<file path="src/rtl/i2c_master_seq.sv">
// I2C master transaction sequencer: START, address + R/W, N data bytes with ACK/NACK, STOP.
// SCL is derived from clk; both pads are driven as open-drain pull-down enables.
module i2c_master_seq #(
    parameter int CLK_DIV = 4
) (
    input  logic       clk,
    input  logic       rst,
    input  logic       cmd_valid,
    output logic       cmd_ready,
    input  logic [6:0] cmd_addr,
    input  logic       cmd_rw,
    input  logic [3:0] cmd_len,
    output logic       wr_req,
    input  logic [7:0] wr_data,
    output logic [7:0] rd_data,
    output logic       rd_valid,
    output logic       busy,
    output logic       done,
    output logic       nack,
    input  logic       sda_i,
    output logic       scl_oe,
    output logic       sda_oe
);

    localparam logic [7:0] TICK_LAST = 8'(CLK_DIV - 1);

    typedef enum logic [2:0] {
        S_IDLE,
        S_START,
        S_ADDR,
        S_WRITE,
        S_READ,
        S_STOP
    } state_t;

    state_t     state, state_nx;
    logic [7:0] div_cnt;
    logic       tick;
    logic [1:0] phase;
    logic [3:0] bit_cnt;
    logic [7:0] shreg;
    logic [3:0] bytes_left;
    logic       rw_q;
    logic       ack_nak;
    logic       nack_pend;
    logic       accept;
    logic       in_frame;
    logic       frame_end;
    logic       tx_bit;

    // cmd_valid/cmd_ready: a command transfers on a rising edge where both are high.
    // cmd_ready is high exactly while idle; cmd_* are ignored at all other times.
    assign cmd_ready = (state == S_IDLE);
    assign accept    = cmd_valid && cmd_ready;
    assign busy      = !cmd_ready || done || accept;
    assign tick      = (state != S_IDLE) && (div_cnt == TICK_LAST);
    assign in_frame  = (state == S_ADDR) || (state == S_WRITE) || (state == S_READ);
    assign frame_end = tick && (phase == 2'd3) && (bit_cnt == 4'd8);

    always_comb begin
        state_nx = state;
        case (state)
            S_IDLE:  if (accept) state_nx = S_START;
            S_START: if (tick && phase == 2'd3) state_nx = S_ADDR;
            S_ADDR: begin
                if (frame_end) begin
                    if (ack_nak || bytes_left == 4'd0) state_nx = S_STOP;
                    else if (rw_q)                     state_nx = S_READ;
                    else                               state_nx = S_WRITE;
                end
            end
            S_WRITE: if (frame_end && (ack_nak || bytes_left == 4'd1)) state_nx = S_STOP;
            S_READ:  if (frame_end && bytes_left == 4'd1) state_nx = S_STOP;
            S_STOP:  if (tick && phase == 2'd3) state_nx = S_IDLE;
            default: state_nx = S_IDLE;
        endcase
    end

    // The first write byte bit is taken straight from wr_data so SDA is valid on the load cycle.
    always_comb begin
        scl_oe = 1'b0;
        sda_oe = 1'b0;
        wr_req = (state == S_WRITE) && (bit_cnt == 4'd0) && (phase == 2'd0) && (div_cnt == 8'd0);
        tx_bit = wr_req ? wr_data[7] : shreg[7];
        case (state)
            S_START: begin
                sda_oe = (phase != 2'd0);
                scl_oe = phase[1];
            end
            S_ADDR, S_WRITE: begin
                scl_oe = (phase == 2'd0) || (phase == 2'd3);
                sda_oe = (bit_cnt != 4'd8) && !tx_bit;
            end
            S_READ: begin
                scl_oe = (phase == 2'd0) || (phase == 2'd3);
                sda_oe = (bit_cnt == 4'd8) && (bytes_left != 4'd1);
            end
            S_STOP: begin
                scl_oe = (phase == 2'd0);
                sda_oe = (phase < 2'd2);
            end
            default: ;
        endcase
    end

    always_ff @(posedge clk or posedge rst) begin
        if (rst) begin
            state      <= S_IDLE;
            div_cnt    <= 8'd0;
            phase      <= 2'd0;
            bit_cnt    <= 4'd0;
            shreg      <= 8'd0;
            bytes_left <= 4'd0;
            rw_q       <= 1'b0;
            ack_nak    <= 1'b0;
            nack_pend  <= 1'b0;
            nack       <= 1'b0;
            done       <= 1'b0;
            rd_data    <= 8'd0;
            rd_valid   <= 1'b0;
        end else begin
            state    <= state_nx;
            done     <= 1'b0;
            rd_valid <= 1'b0;
            if (accept) begin
                div_cnt    <= 8'd0;
                phase      <= 2'd0;
                bit_cnt    <= 4'd0;
                shreg      <= {cmd_addr, cmd_rw};
                bytes_left <= cmd_len;
                rw_q       <= cmd_rw;
                nack_pend  <= 1'b0;
                nack       <= 1'b0;
            end else if (state != S_IDLE) begin
                div_cnt <= tick ? 8'd0 : div_cnt + 8'd1;
                if (wr_req) shreg <= wr_data;
                if (tick) begin
                    phase <= phase + 2'd1;
                    // SCL has been high through p1/p2, so the end of p2 is the sample point
                    if (phase == 2'd2 && in_frame) begin
                        if (bit_cnt == 4'd8) begin
                            ack_nak <= sda_i;
                        end else if (state == S_READ) begin
                            shreg <= {shreg[6:0], sda_i};
                            if (bit_cnt == 4'd7) begin
                                rd_data  <= {shreg[6:0], sda_i};
                                rd_valid <= 1'b1;
                            end
                        end
                    end
                    if (phase == 2'd3 && in_frame) begin
                        if (bit_cnt == 4'd8) begin
                            bit_cnt <= 4'd0;
                            if (state != S_ADDR) bytes_left <= bytes_left - 4'd1;
                            if (state != S_READ && ack_nak) nack_pend <= 1'b1;
                        end else begin
                            bit_cnt <= bit_cnt + 4'd1;
                            if (state != S_READ) shreg <= {shreg[6:0], 1'b0};
                        end
                    end
                    if (phase == 2'd3 && state == S_STOP) begin
                        done <= 1'b1;
                        nack <= nack_pend;
                    end
                end
            end
        end
    end

endmodule
</file>
<file path="config.mk">
export PLATFORM = sky130hd
export DESIGN_NAME = i2c_master_seq
export DESIGN_NICKNAME = d
export VERILOG_FILES = /design/src/rtl/i2c_master_seq.sv
export SDC_FILE = /design/constraint.sdc
export NUM_CORES = 1
export LEC_CHECK = 0
export ABC_AREA = 1
export CAP_MARGIN = 5
export CORE_ASPECT_RATIO = 0.75
export CORE_MARGIN = 2
export CORE_UTILIZATION = 49
export CTS_BUF_LIST = sky130_fd_sc_hd__clkbuf_16
export DETAILED_ROUTE_END_ITERATION = 10
export PLACE_DENSITY = 0.83
export SETUP_SLACK_MARGIN = 0.15
export SLEW_MARGIN = 20
export SYNTH_ARGS = -nofsm -noshare
export SYNTH_HDL_FRONTEND = slang
export SYNTH_SLANG_ARGS = --single-unit
</file>
<file path="constraint.sdc">
create_clock -name clk -period 1.83 [get_ports clk]
set_clock_uncertainty 0.05 [all_clocks]
set_input_delay 0.4575 -clock clk [delete_from_list [all_inputs] [get_ports clk]]
set_output_delay 0.4575 -clock clk [all_outputs]
set_load 0.005 [all_outputs]
</file>
==> summary.md, run 1 <==
| Metric | Value |
|---|---|
| Achievable clock frequency | 0.424 GHz |
| Syn. warnings | 0 |
| Effective utilization at floorplan | between 50% and 60% |
| Met2 wirelength from detailed routing | about 6500 um |
| Utilization after layout | around nine tenths |
| Gr ovfl total | 0 |
| Count of distinct cell types in the synthesized netlist | 34 |
| Via count of the first global-routing pass | 3178 |
| Layout overhead on the synthesized area | 75.4% |
| Data arrival time of the worst path | around 1.9 ns |
| Die X | 90.5 um |
| Clock root buffer master | sky130_fd_sc_hd__clkbuf_16 |
| GRT Total Usage | 33.9% |
| Rel. slew slack | 76.1% |
| Post-route setup slack | -0.531 ns |
| Clock Sinks | 43 |
| Initial DRT Pass Iterations | 6 |
| H-tree lvl count | 2 |
| DR WL/cell | roughly 23 um |
| Setup repair after global routing missed its margin | true |
| Total design power | between 2 and 2.5 mW |
| Count of antenna diodes in the layout | 0 |
| Iteration-0 DRC Markers | between 400 and 500 |
| Maximum net fanout on the critical path | 3 |
| TritonCTS clock tree | yes |
| Number of nets still failing antenna checks after routing | 0 |
| Gate count after technology mapping | 369 |
| Via Count | 3692 |
| Max VDD drop | slightly above 0.0007 V |
| Initial antenna violation count | 0 |
| Global placer's final weighted congestion | 0.940 |
| First-pass GRT wire length | 16000 um |
| Final period util | 129% |
| Final critical delay including setup and external delays | 2.36 ns |
| Ratio of cells with drive above 1 in the final layout | a little under half |
| Via/cell ratio | 6.26 |
| Top Metal Used | met4 |
| Data required time of the critical path | between 1 and 1.5 ns |
| CTS buffer count | 5 |
| # DRC | 0 |
| Std-Cell Core Area | 5380 um2 |
| Setup Crit Path Kind | register to output port |
| Number of max-cap violations | 0 |
| Clock latency on the worst-skew pair | just over 0.3 ns |
| Measured slew at the worst slew-check pin | approximately 0.36 ns |
| Number of buffers added to fix hold violations after cts | 0 |
| Crit path launch type | register |
| Status | finished, violations left |
| Post-detailed-placement half-perimeter wirelength | 5710 um |
| Final Max Slew Viols | 0 |
| Clock-pin slew on the worst setup and hold paths | 0.07 ns |
| Pin count of the biggest net entering global routing | 44 |
| Hold Fails Final Rpt | 0 |
| Final number of setup-violating endpoints | 45 |
| Post-synth net total | between 400 and 500 |
| Leakage Power | between 2 and 2.5 nW |
| Share of synthesized area occupied by flip-flops and latches | 39.1% |
| Worst hold slack | approximately 0.43 ns |
| Top Ports | 40 |
| Worst-case register-to-register setup slack | -0.26 ns |
| Category of the worst setup path capture point | output port |
| Register bit total from synthesis | between 40 and 50 |
| Port bufs | 39 |
| Std cell rows | 23 |
| Class of the tightest hold or removal check | register to register |
| Routed length on met1 | about 4700 um |
| Final nets | 547 |
| Detailed-routed wire length on met3 | ~1400 um |
| Post-Synthesis Mean Instance Area | ~7.5 um2 |
| Vertical extent of the die | 68.9 um |
| Die area | 6240 um2 |
| Setup slack after placement | -0.475 ns |
| DRT Wirelength | 13800 um |
| Mapped Area | ~2800 um2 |
| Buffers from clock root to sink, at most | 2 |
| PwrDens | 420 nW/um2 |
| Failing checks | negative setup slack |
[power by group]
part           switching (mW)  internal (mW)
logic                  0.0459         0.0556
clock network           0.459          0.512
registers             0.00178          0.952
total                   0.507           1.52
[cell families after synthesis]
group	count (synthesis)	synth area share (%)
adder cells (fa/ha/maj)	9	4.09
flip-flops	43	39.1
buffers and inverters	57	8.73
XOR/XNOR	1	0.318
AND/OR/NAND/NOR	207	37.6
AO/OA/AOI/OAI	52	10.1
[sequential cells by signal (all words and copies together), names as in the netlist]
register and cells:
rd_valid 1, bit_cnt 4, rw_q 1, div_cnt 8
shreg 8, state 3, phase 2, rd_data 8
nack_pend 1, done 1, ack_nak 1, bytes_left 4
nack 1
[placed cells by master (no fill, tap or decap), drive strengths merged]
master,count
nand2,112
buf,109
inv,51
dfrtp,43
nand3,41
o21ai,39
clkdlybuf4s50,29
nor2,29
a21oi,10
ha,9
nand3b,8
nand4,6
nor3,6
clkbuf,5
dlymetal6s2s,5
clkinvlp,3
or2,2
nor3b,1
o21bai,1
and2,1
a31oi,1
nor4,1
o221ai,1
clkinv,1
xnor2,1
[routing by layer]
metal | up-vias | track usage (%)
li1 | 1487 | -
met1 | 1709 | 39.1
met2 | 353 | 62.4
met3 | 143 | 5.76
met4 | 0 | 18.5
met5 | - | 0
[timing repair]
action / CTS / global route
buffers inserted: 24 / 17
setup endpoints to repair: 37 / 53
pin swaps: 34 / 25
resized for setup: 96 / 82
gates cloned: 2 / 0
[synth_stat cells]
cell | n | area [um2]
sky130_fd_sc_hd__a21oi_1 | 10 | 50.1
sky130_fd_sc_hd__a31oi_1 | 1 | 6.26
sky130_fd_sc_hd__and2_1 | 1 | 6.26
sky130_fd_sc_hd__buf_2 | 2 | 10.0
sky130_fd_sc_hd__buf_4 | 1 | 7.51
sky130_fd_sc_hd__buf_6 | 2 | 22.5
sky130_fd_sc_hd__clkinv_4 | 1 | 8.76
sky130_fd_sc_hd__dfrtp_1 | 43 | 1080
sky130_fd_sc_hd__ha_1 | 9 | 113
sky130_fd_sc_hd__inv_1 | 45 | 169
sky130_fd_sc_hd__inv_2 | 6 | 22.5
sky130_fd_sc_hd__nand2_1 | 98 | 368
sky130_fd_sc_hd__nand2_2 | 8 | 50.1
sky130_fd_sc_hd__nand2_4 | 6 | 67.6
sky130_fd_sc_hd__nand3_1 | 39 | 195
sky130_fd_sc_hd__nand3_2 | 1 | 10.0
sky130_fd_sc_hd__nand3_4 | 1 | 17.5
sky130_fd_sc_hd__nand3b_1 | 8 | 60.1
sky130_fd_sc_hd__nand4_1 | 6 | 37.5
sky130_fd_sc_hd__nor2_1 | 21 | 78.8
sky130_fd_sc_hd__nor2_2 | 2 | 12.5
sky130_fd_sc_hd__nor2_4 | 5 | 56.3
sky130_fd_sc_hd__nor2_8 | 1 | 20.0
sky130_fd_sc_hd__nor3_1 | 6 | 30.0
sky130_fd_sc_hd__nor3b_1 | 1 | 7.51
sky130_fd_sc_hd__nor4_1 | 1 | 6.26
sky130_fd_sc_hd__o21ai_0 | 18 | 90.1
sky130_fd_sc_hd__o21ai_1 | 18 | 90.1
sky130_fd_sc_hd__o21ai_2 | 3 | 26.3
sky130_fd_sc_hd__o21bai_1 | 1 | 7.51
sky130_fd_sc_hd__o221ai_1 | 1 | 8.76
sky130_fd_sc_hd__or2_1 | 1 | 6.26
sky130_fd_sc_hd__or2_2 | 1 | 6.26
sky130_fd_sc_hd__xnor2_1 | 1 | 8.76
[area by class of cell]
cell class | instances | area [um2]
multi-input combinational | 269 | 1940
timing repair buffer | 143 | 1340
sequential | 43 | 1080
fill | 212 | 554
inverter | 52 | 226
clock buffer | 5 | 125
tap | 75 | 93.8
clock inverter | 3 | 23.8
[worst max-delay path, cell delays in order (launching register included)]
cell and delay (ns):
sky130_fd_sc_hd__dfrtp_1 0.42, sky130_fd_sc_hd__inv_2 0.10, sky130_fd_sc_hd__ha_4 0.15, sky130_fd_sc_hd__nand3_2 0.11
sky130_fd_sc_hd__nor2_4 0.16, sky130_fd_sc_hd__nand2_4 0.11, sky130_fd_sc_hd__nand2_4 0.10, sky130_fd_sc_hd__o21ai_4 0.07
sky130_fd_sc_hd__nand3_2 0.06, sky130_fd_sc_hd__nand4_1 0.11, sky130_fd_sc_hd__buf_2 0.15
[through the flow]
step / area (um2) / cells / setup TNS (ns)
after floorplan: 2830 / 369 / 0
after global placement: 3740 / 539 / -2.10
after detailed placement: 3740 / 539 / -2.79
after CTS: 4410 / 573 / -1.51
after global routing: 4830 / 590 / -8.02
final: 4830 / 590 / -7.38
[worst paths after layout]
| kind | from | endpoint | cells after the start |
|---|---|---|---|
| setup / recovery | div_cnt[1]$_DFFE_PP0N_ | sda_oe | 10 |
| min in group asynchronous | rst | rd_data[4]$_DFFE_PP0P_ | 3 |
| hold reg to reg | rd_data[5]$_DFFE_PP0P_ | rd_data[5]$_DFFE_PP0P_ | 2 |
| max in group asynchronous | rst | state[0]$_DFFE_PP0P_ | 3 |
| setup reg to reg | div_cnt[1]$_DFFE_PP0N_ | state[2]$_DFFE_PP0P_ | 10 |
| hold / removal | rd_data[5]$_DFFE_PP0P_ | rd_data[5]$_DFFE_PP0P_ | 2 |
No activity file was read; power rests on OpenSTA's default activity.
==> run 2, diff against run 1 <==
Settings changed: HOLD_SLACK_MARGIN set to 0.08.
==> results of run 2 <==
Final layout, timing and power as in run 1 (identical DEF).
